**src/rtl/cam_pkg.sv**
```systemverilog
// Shared definitions for the parametrised CAM: width helpers and the
// registered search-result record carried by the last pipeline stage.
package cam_pkg;

    // Widest index the CAM ever needs (DEPTH is at most 256).
    localparam int IDX_W_MAX = 8;

    // Ceiling log2 that never returns 0, so a 1-entry table still gets a
    // 1-bit index and all width derivations stay legal.
    function automatic int clog2_min1(input int n);
        int r;
        r = 0;
        for (int i = 0; i < 31; i++) begin
            if ((1 << i) < n) begin
                r = i + 1;
            end
        end
        return (r < 1) ? 1 : r;
    endfunction

    // Registered search result. The index is sized for the largest table;
    // the top slices off the bits its DEPTH actually uses.
    typedef struct packed {
        logic                 valid;
        logic                 hit;
        logic [IDX_W_MAX-1:0] index;
        logic                 multi;
    } search_result_t;

endpackage

```
**src/rtl/cam_priority_encoder.sv**
```systemverilog
// Lowest-set-bit priority encoder with "any" and "more than one" flags.
// Used on the search match vector and on the inverted valid vector.
module cam_priority_encoder #(
    parameter int N  = 32,
    parameter int IW = 5
) (
    input  logic [N-1:0]  vec_i,
    output logic [IW-1:0] index_o,
    output logic          any_o,
    output logic          multi_o
);

    // Scan from the top down so the last assignment is the lowest set bit.
    always_comb begin
        index_o = '0;
        for (int i = N - 1; i >= 0; i--) begin
            if (vec_i[i]) begin
                index_o = IW'(i);
            end
        end
    end

    assign any_o = |vec_i;

    // Clearing the lowest set bit leaves something only if two or more were set.
    assign multi_o = |(vec_i & (vec_i - N'(1)));

endmodule

```
**src/rtl/param_cam.sv**
```systemverilog
// Parametrised CAM: DEPTH x WIDTH entries with valid bits, per-entry
// write/invalidate, auto-allocation into the lowest free entry, masked
// search through a two-stage pipeline, and occupancy tracking.
module param_cam
    import cam_pkg::*;
#(
    parameter int DEPTH = 32,
    parameter int WIDTH = 32,
    parameter int IDX_W = clog2_min1(DEPTH),
    parameter int CNT_W = clog2_min1(DEPTH + 1)
) (
    input  logic             clk_i,
    input  logic             rst_i,

    input  logic             read_enable_i,
    input  logic [IDX_W-1:0] read_index_i,
    output logic             read_valid_o,
    output logic [WIDTH-1:0] read_value_o,

    input  logic             write_enable_i,
    input  logic [IDX_W-1:0] write_index_i,
    input  logic [WIDTH-1:0] write_data_i,

    input  logic             invalidate_enable_i,
    input  logic [IDX_W-1:0] invalidate_index_i,

    input  logic             alloc_enable_i,
    output logic             alloc_ack_o,
    output logic             alloc_fail_o,
    output logic [IDX_W-1:0] alloc_index_o,

    input  logic             search_enable_i,
    input  logic [WIDTH-1:0] search_data_i,
    input  logic [WIDTH-1:0] search_mask_i,
    output logic             search_valid_o,
    output logic             search_hit_o,
    output logic [IDX_W-1:0] search_index_o,
    output logic             search_multi_o,

    output logic [CNT_W-1:0] count_o,
    output logic             full_o,
    output logic             empty_o
);

    // One extra bit so DEPTH itself is representable for range checks.
    localparam logic [IDX_W:0]   DEPTH_IDX = (IDX_W + 1)'(DEPTH);
    localparam logic [CNT_W-1:0] DEPTH_CNT = CNT_W'(DEPTH);

    // ------------------------------------------------------------------
    // Storage. Every entry is compared in parallel on each search, so the
    // table lives in flops rather than a RAM macro.
    // ------------------------------------------------------------------
    logic [WIDTH-1:0] mem_q [DEPTH];
    logic [DEPTH-1:0] valid_q;
    logic [DEPTH-1:0] valid_d;
    logic [CNT_W-1:0] count_q;
    logic [CNT_W-1:0] count_d;

    // Read port registers
    logic             read_valid_q;
    logic             read_valid_d;
    logic [WIDTH-1:0] read_value_q;
    logic [WIDTH-1:0] read_value_d;

    // Alloc status registers
    logic             alloc_ack_q;
    logic             alloc_ack_d;
    logic             alloc_fail_q;
    logic             alloc_fail_d;
    logic [IDX_W-1:0] alloc_index_q;
    logic [IDX_W-1:0] alloc_index_d;

    // Search pipeline: S1 holds the raw match vector, S2 the encoded result
    logic             s1_valid_q;
    logic [DEPTH-1:0] s1_match_q;
    logic [DEPTH-1:0] match_vec;
    search_result_t   res_q;
    search_result_t   res_d;

    // Per-cycle decode
    logic             wr_in_range;
    logic             inv_in_range;
    logic             rd_in_range;
    logic             write_ok;
    logic             inv_ok;
    logic             alloc_ok;
    logic             alloc_rej;
    logic             cnt_inc;
    logic             cnt_dec;
    logic [DEPTH-1:0] entry_we;
    logic [DEPTH-1:0] entry_inv;

    // Encoder outputs
    logic [IDX_W-1:0] free_idx;
    logic             free_any;
    logic             free_multi;
    logic [IDX_W-1:0] m_idx;
    logic             m_any;
    logic             m_multi;

    // Indices beyond DEPTH-1 are silently ignored by every port.
    assign wr_in_range  = ({1'b0, write_index_i}      < DEPTH_IDX);
    assign inv_in_range = ({1'b0, invalidate_index_i} < DEPTH_IDX);
    assign rd_in_range  = ({1'b0, read_index_i}       < DEPTH_IDX);

    assign full_o  = (count_q == DEPTH_CNT);
    assign empty_o = (count_q == '0);

    assign write_ok  = write_enable_i & wr_in_range;
    assign inv_ok    = invalidate_enable_i & inv_in_range;
    // An explicit write owns the write path this cycle, so alloc yields to it.
    assign alloc_ok  = alloc_enable_i & ~write_enable_i & ~full_o;
    assign alloc_rej = alloc_enable_i & (write_enable_i | full_o);

    // Lowest free slot comes from the pre-edge valid bits, so a same-cycle
    // invalidate never frees a slot for this cycle's alloc.
    cam_priority_encoder #(
        .N  (DEPTH),
        .IW (IDX_W)
    ) u_free_enc (
        .vec_i   (~valid_q),
        .index_o (free_idx),
        .any_o   (free_any),
        .multi_o (free_multi)
    );

    // Per-entry write/invalidate strobes and search comparators.
    for (genvar gi = 0; gi < DEPTH; gi++) begin : g_entry
        assign entry_we[gi]  = (write_ok && (write_index_i == IDX_W'(gi)))
                            || (alloc_ok && (free_idx == IDX_W'(gi)));
        assign entry_inv[gi] = inv_ok && (invalidate_index_i == IDX_W'(gi));
        // Mask bit 0 is don't-care; an all-zero mask matches any valid entry.
        assign match_vec[gi] = valid_q[gi]
                            && (((mem_q[gi] ^ search_data_i) & search_mask_i) == '0);
    end

    // A write beats a same-cycle invalidate of the same entry.
    assign valid_d = (valid_q & ~entry_inv) | entry_we;

    // Occupancy: count only real valid-bit transitions.
    assign cnt_inc = (write_ok && !valid_q[write_index_i]) || alloc_ok;
    assign cnt_dec = |(entry_inv & valid_q & ~entry_we);

    // Next-state for occupancy, read port and alloc status.
    always_comb begin
        count_d = count_q + CNT_W'(cnt_inc) - CNT_W'(cnt_dec);

        read_valid_d = 1'b0;
        read_value_d = '0;
        if (read_enable_i && rd_in_range && valid_q[read_index_i]) begin
            read_valid_d = 1'b1;
            read_value_d = mem_q[read_index_i];
        end

        alloc_ack_d   = alloc_ok;
        alloc_fail_d  = alloc_rej;
        alloc_index_d = alloc_ok ? free_idx : alloc_index_q;
    end

    // S2: priority-encode the registered match vector.
    cam_priority_encoder #(
        .N  (DEPTH),
        .IW (IDX_W)
    ) u_match_enc (
        .vec_i   (s1_match_q),
        .index_o (m_idx),
        .any_o   (m_any),
        .multi_o (m_multi)
    );

    // S2 result: everything is forced to zero on a miss or an empty slot.
    always_comb begin
        res_d       = '0;
        res_d.valid = s1_valid_q;
        if (s1_valid_q && m_any) begin
            res_d.hit   = 1'b1;
            res_d.index = IDX_W_MAX'(m_idx);
            res_d.multi = m_multi;
        end
    end

    // Table contents: data is kept on invalidate, cleared only by reset.
    always_ff @(posedge clk_i) begin
        if (rst_i) begin
            for (int i = 0; i < DEPTH; i++) begin
                mem_q[i] <= '0;
            end
        end else begin
            for (int i = 0; i < DEPTH; i++) begin
                if (entry_we[i]) begin
                    mem_q[i] <= write_data_i;
                end
            end
        end
    end

    // Valid bits, occupancy, read/alloc outputs and search pipeline.
    always_ff @(posedge clk_i) begin
        if (rst_i) begin
            valid_q       <= '0;
            count_q       <= '0;
            read_valid_q  <= 1'b0;
            read_value_q  <= '0;
            alloc_ack_q   <= 1'b0;
            alloc_fail_q  <= 1'b0;
            alloc_index_q <= '0;
            s1_valid_q    <= 1'b0;
            s1_match_q    <= '0;
            res_q         <= '0;
        end else begin
            valid_q       <= valid_d;
            count_q       <= count_d;
            read_valid_q  <= read_valid_d;
            read_value_q  <= read_value_d;
            alloc_ack_q   <= alloc_ack_d;
            alloc_fail_q  <= alloc_fail_d;
            alloc_index_q <= alloc_index_d;
            s1_valid_q    <= search_enable_i;
            s1_match_q    <= search_enable_i ? match_vec : '0;
            res_q         <= res_d;
        end
    end

    assign read_valid_o   = read_valid_q;
    assign read_value_o   = read_value_q;
    assign alloc_ack_o    = alloc_ack_q;
    assign alloc_fail_o   = alloc_fail_q;
    assign alloc_index_o  = alloc_index_q;
    assign search_valid_o = res_q.valid;
    assign search_hit_o   = res_q.hit;
    assign search_index_o = res_q.index[IDX_W-1:0];
    assign search_multi_o = res_q.multi;
    assign count_o        = count_q;

    // Upper result-index bits and the free-slot flags are not needed here
    // (alloc is gated by full_o, which is equivalent to !free_any).
    logic unused_bits;
    assign unused_bits = ^{res_q.index, free_any, free_multi};

endmodule

```
**config.mk**
```make
export PLATFORM = sky130hd
export DESIGN_NAME = param_cam
export DESIGN_NICKNAME = d
export VERILOG_FILES = /design/src/rtl/cam_pkg.sv /design/src/rtl/cam_priority_encoder.sv /design/src/rtl/param_cam.sv
export SDC_FILE = /design/constraint.sdc
export NUM_CORES = 2
export LEC_CHECK = 0
export CAP_MARGIN = 10
export CORE_ASPECT_RATIO = 1.25
export CORE_UTILIZATION = 50
export DETAILED_ROUTE_END_ITERATION = 6
export PLACE_DENSITY = 0.66
export SYNTH_ARGS = -nofsm -noshare
export SYNTH_HDL_FRONTEND = slang
export SYNTH_HIERARCHICAL = 1
export SYNTH_SLANG_ARGS = --single-unit
```
**constraint.sdc**
```tcl
create_clock -name clk_i -period 11.12 [get_ports clk_i]
set_input_delay 1.668 -clock clk_i [delete_from_list [all_inputs] [get_ports clk_i]]
set_output_delay 1.668 -clock clk_i [all_outputs]
set_load 0.02 [all_outputs]
```
==> run summary <==
The worst path required time is 11,690 ps. CTS saw 1,143 sinks. Summing all multi-input logic gate instances after layout gives 0.0285 mm^2. The final hold violation count came out at 0. The post-DP HPWL is 150 mm.

TritonCTS built the clock tree. The total nets after synthesis is 5,511. The area overhead of the layout relative to synthesis came out at 10.6%. The number of buffers added by the clock tree synthesis step is 114. The starting density of the core came out at 0.503. The floorplan has 146 rows.

The largest incremental delay on the critical path is 660 ps. The number of buffers inserted by hold repair at cts came out at 0. The post-route met1 wirelength came out at 84.7 mm. The layout has 10,600 filler cells.

The most numerous cell type found on the critical path is nor2_1. The static leakage power is 25.5 nW. The tree is rooted in a clkbuf_16.

The worst-case clock skew came out at 54.3 ps. STA classifies the critical path startpoint as a flop. The final critical-path setup slack came out at 4810 ps. The average wire per standard cell is 30.9 um. Of the cells placed in the final design, the portion with a size suffix greater than 1 is 0.106. The number of search-and-repair iterations in the first detailed-routing pass came out at 7. The top cell types in the final layout, fill and taps aside, are 1,025 x xor2_1, 1,024 x edfxtp_1, 661 x nor2_1.

In this run the worst hold path is classified as flop to flop. In this run the post-CTS setup repair buffer count came out at 0. The number of maximum-capacitance violations is 0. The detailed-routed wire length on met3 came out at 21.2 mm. After detailed routing, the number of vias per cell comes to 6.56. The total negative slack is 0 ps. Routed signal wires occupy layers up through met4. Of the available clock period, the critical path in the final layout requires 0.567.

The worst hold path begins at alloc_index_o[0]. The average instance in the mapped netlist occupies 11.8 um^2. The placed instance count came out at 6,887. The shortest clock period the worst path allows after layout is 6310 ps. STA classifies the critical path endpoint as a flop.

For this design the ratio of total power to cell area is 153 mW/mm^2. In this run, post-CTS repair resized a total of 0 instances. The headroom to the max-slew limit came out at 0.164. The critical path goes through inv_1 > a21oi_1 > nor2_1 > nor4_1 > a2111oi_0 > a221oi_1 > buf_4 > nor2b_1 > buf_4 > and3_1 > a211oi_1 > or4_1 > a2111oi_0 > nand4_1 > ha_1 > inv_1 > ha_1 > fa_1 > a21oi_1 > nor2_1 > nor2_1 > xor2_1 > nor2_1. The count of buffers inserted at the top-level ports came out at 173. The flow ran to the end, but the final reports show violations.

The weighted congestion at the end of routability-driven global placement is 0.956. In this run the deepest clock path goes through 3 buffers. The mapped cell area is 0.0637 mm^2. At the worst endpoint, the arrival time is 6880 ps.

Before CTS, the worst setup slack after placement is 4130 ps. Summing all flip-flop and latch instances after layout gives 0.0331 mm^2. The iteration-0 DRC count of the detailed router came out at 6,140. The first global-routing pass estimated 316 mm of wire. The length of routed met2 wiring is 102 mm. The top-level I/O count came out at 174. The die is 401 um tall. The maximum number of pins on one net before global-route repair came out at 105. The worst setup path is of the flop to flop kind. After clock tree synthesis, the clock-pin slew on the worst setup and hold paths is 60 ps. The worst setup path startpoint is valid_q[12]. At the pin with the least slew margin, the transition time is 1250 ps. The layout net count is 5,429. The worst slack on hold paths is 506 ps. The startpoint identified for the worst register-to-register timing path is valid_q[12].

The final number of max-transition violations is 0. The checks that failed: DRC. Setup repair after global routing left no endpoint under its margin. From left edge to right edge, the die measures 321 um. Setup violations remaining at the end of the flow were counted as 0. In this run the number of H-tree levels came out at 3. The total wire length after detailed routing came out at 220 mm. The initial antenna violation count is 8. Yosys printed 6 warnings.

The slowest stage of the critical path is the a2111oi_0 cell. The highest clock frequency the design can meet is 0.158 GHz. The number of vias after detailed routing came out at 46,600.

The worst-skew pair later-pin latency is 760 ps. The floorplan step defined a core boundary enclosing 0.127 mm^2. The final antenna-violating net count came out at 0. The via count of the first global-routing pass is 45,600. The biggest fanout along the worst timing path is 8. The synthesized instance count came out at 5,383. In the routed design, unresolved DRC markers number 3. The count of placed standard cells in the final layout, fillers left out is 7,103. The floorplan step defined a die boundary enclosing 0.129 mm^2. The worst supply voltage drop on vdd is 0.127 mV.

In the global route stage, overall resource usage came out at 0.336. Leaving out fill and tap cells, the most frequent cell in the layout is xor2_1. The total grt overflow is 0.
==> power breakdown <==
part	switching, W	total (W)	leakage, nW	internal [W]
registers	0.000191	0.00518	10.9	0.00498
logic	0.00109	0.00173	12.8	0.000642
clock network	0.00174	0.00391	1.80	0.00217
total	0.00302	0.0108	25.5	0.00780
==> critical path: cells and delay by family, from the launching register on <==
kind / cells / cell delay (ps)
xor+xnor: 1 / 180
fa+ha+maj: 3 / 980
buf+inv: 4 / 640
flops: 1 / 540
simple gates: 9 / 2070
compound gates: 6 / 1720
==> path summary, 6_finish.rpt <==
path                                    endpoint  slack [ps]  cells past startpoint
worst max-delay path                  count_o[4]        4810                     23
worst min-delay path            alloc_index_o[0]         510                      2
worst max register to register        count_o[4]        4810                     23
worst min register to register  alloc_index_o[0]         510                      2
==> per-layer routing <==
layer,global-route usage,up-vias
met2,0.533,2689
li1,-,19900
met4,0.164,0
met1,0.449,23600
met5,0,-
met3,0.0554,457
==> cell type report <==
cell class                 count  area share
clock inverter                57     0.00775
timing repair buffer         321      0.0380
multi-input combinational   3633       0.405
antenna                        4    0.000142
tap                         1702      0.0302
inverter                      88     0.00470
sequential                  1143       0.470
clock buffer                 155      0.0447
==> sequential cells by signal, indices dropped and copies added, names as in the netlist, 5 cells and up <==
| signal | flops |
|---|---|
| count_o | 6 |
| read_value_o | 32 |
| alloc_index_o | 5 |
| search_index_o | 5 |
| s1_match_q | 32 |
| valid_q | 32 |
| mem_q | 1024 |
==> stage by stage <==
| step | instance area [um^2] | power, W | util |
|---|---|---|---|
| 6_report | 70500 | 0.0108 | 0.557 |
| 5_1_grt | 70500 | 0.0111 | 0.557 |
| 4_1_cts | 70500 | 0.0108 | 0.557 |
| 3_5_place_dp | 66800 | 0.00696 | 0.528 |
| 3_3_place_gp | 66800 | 0.00693 | 0.528 |
| 2_1_floorplan | 63700 | 0.00633 | - |
Power figures use the tool's default switching activity.
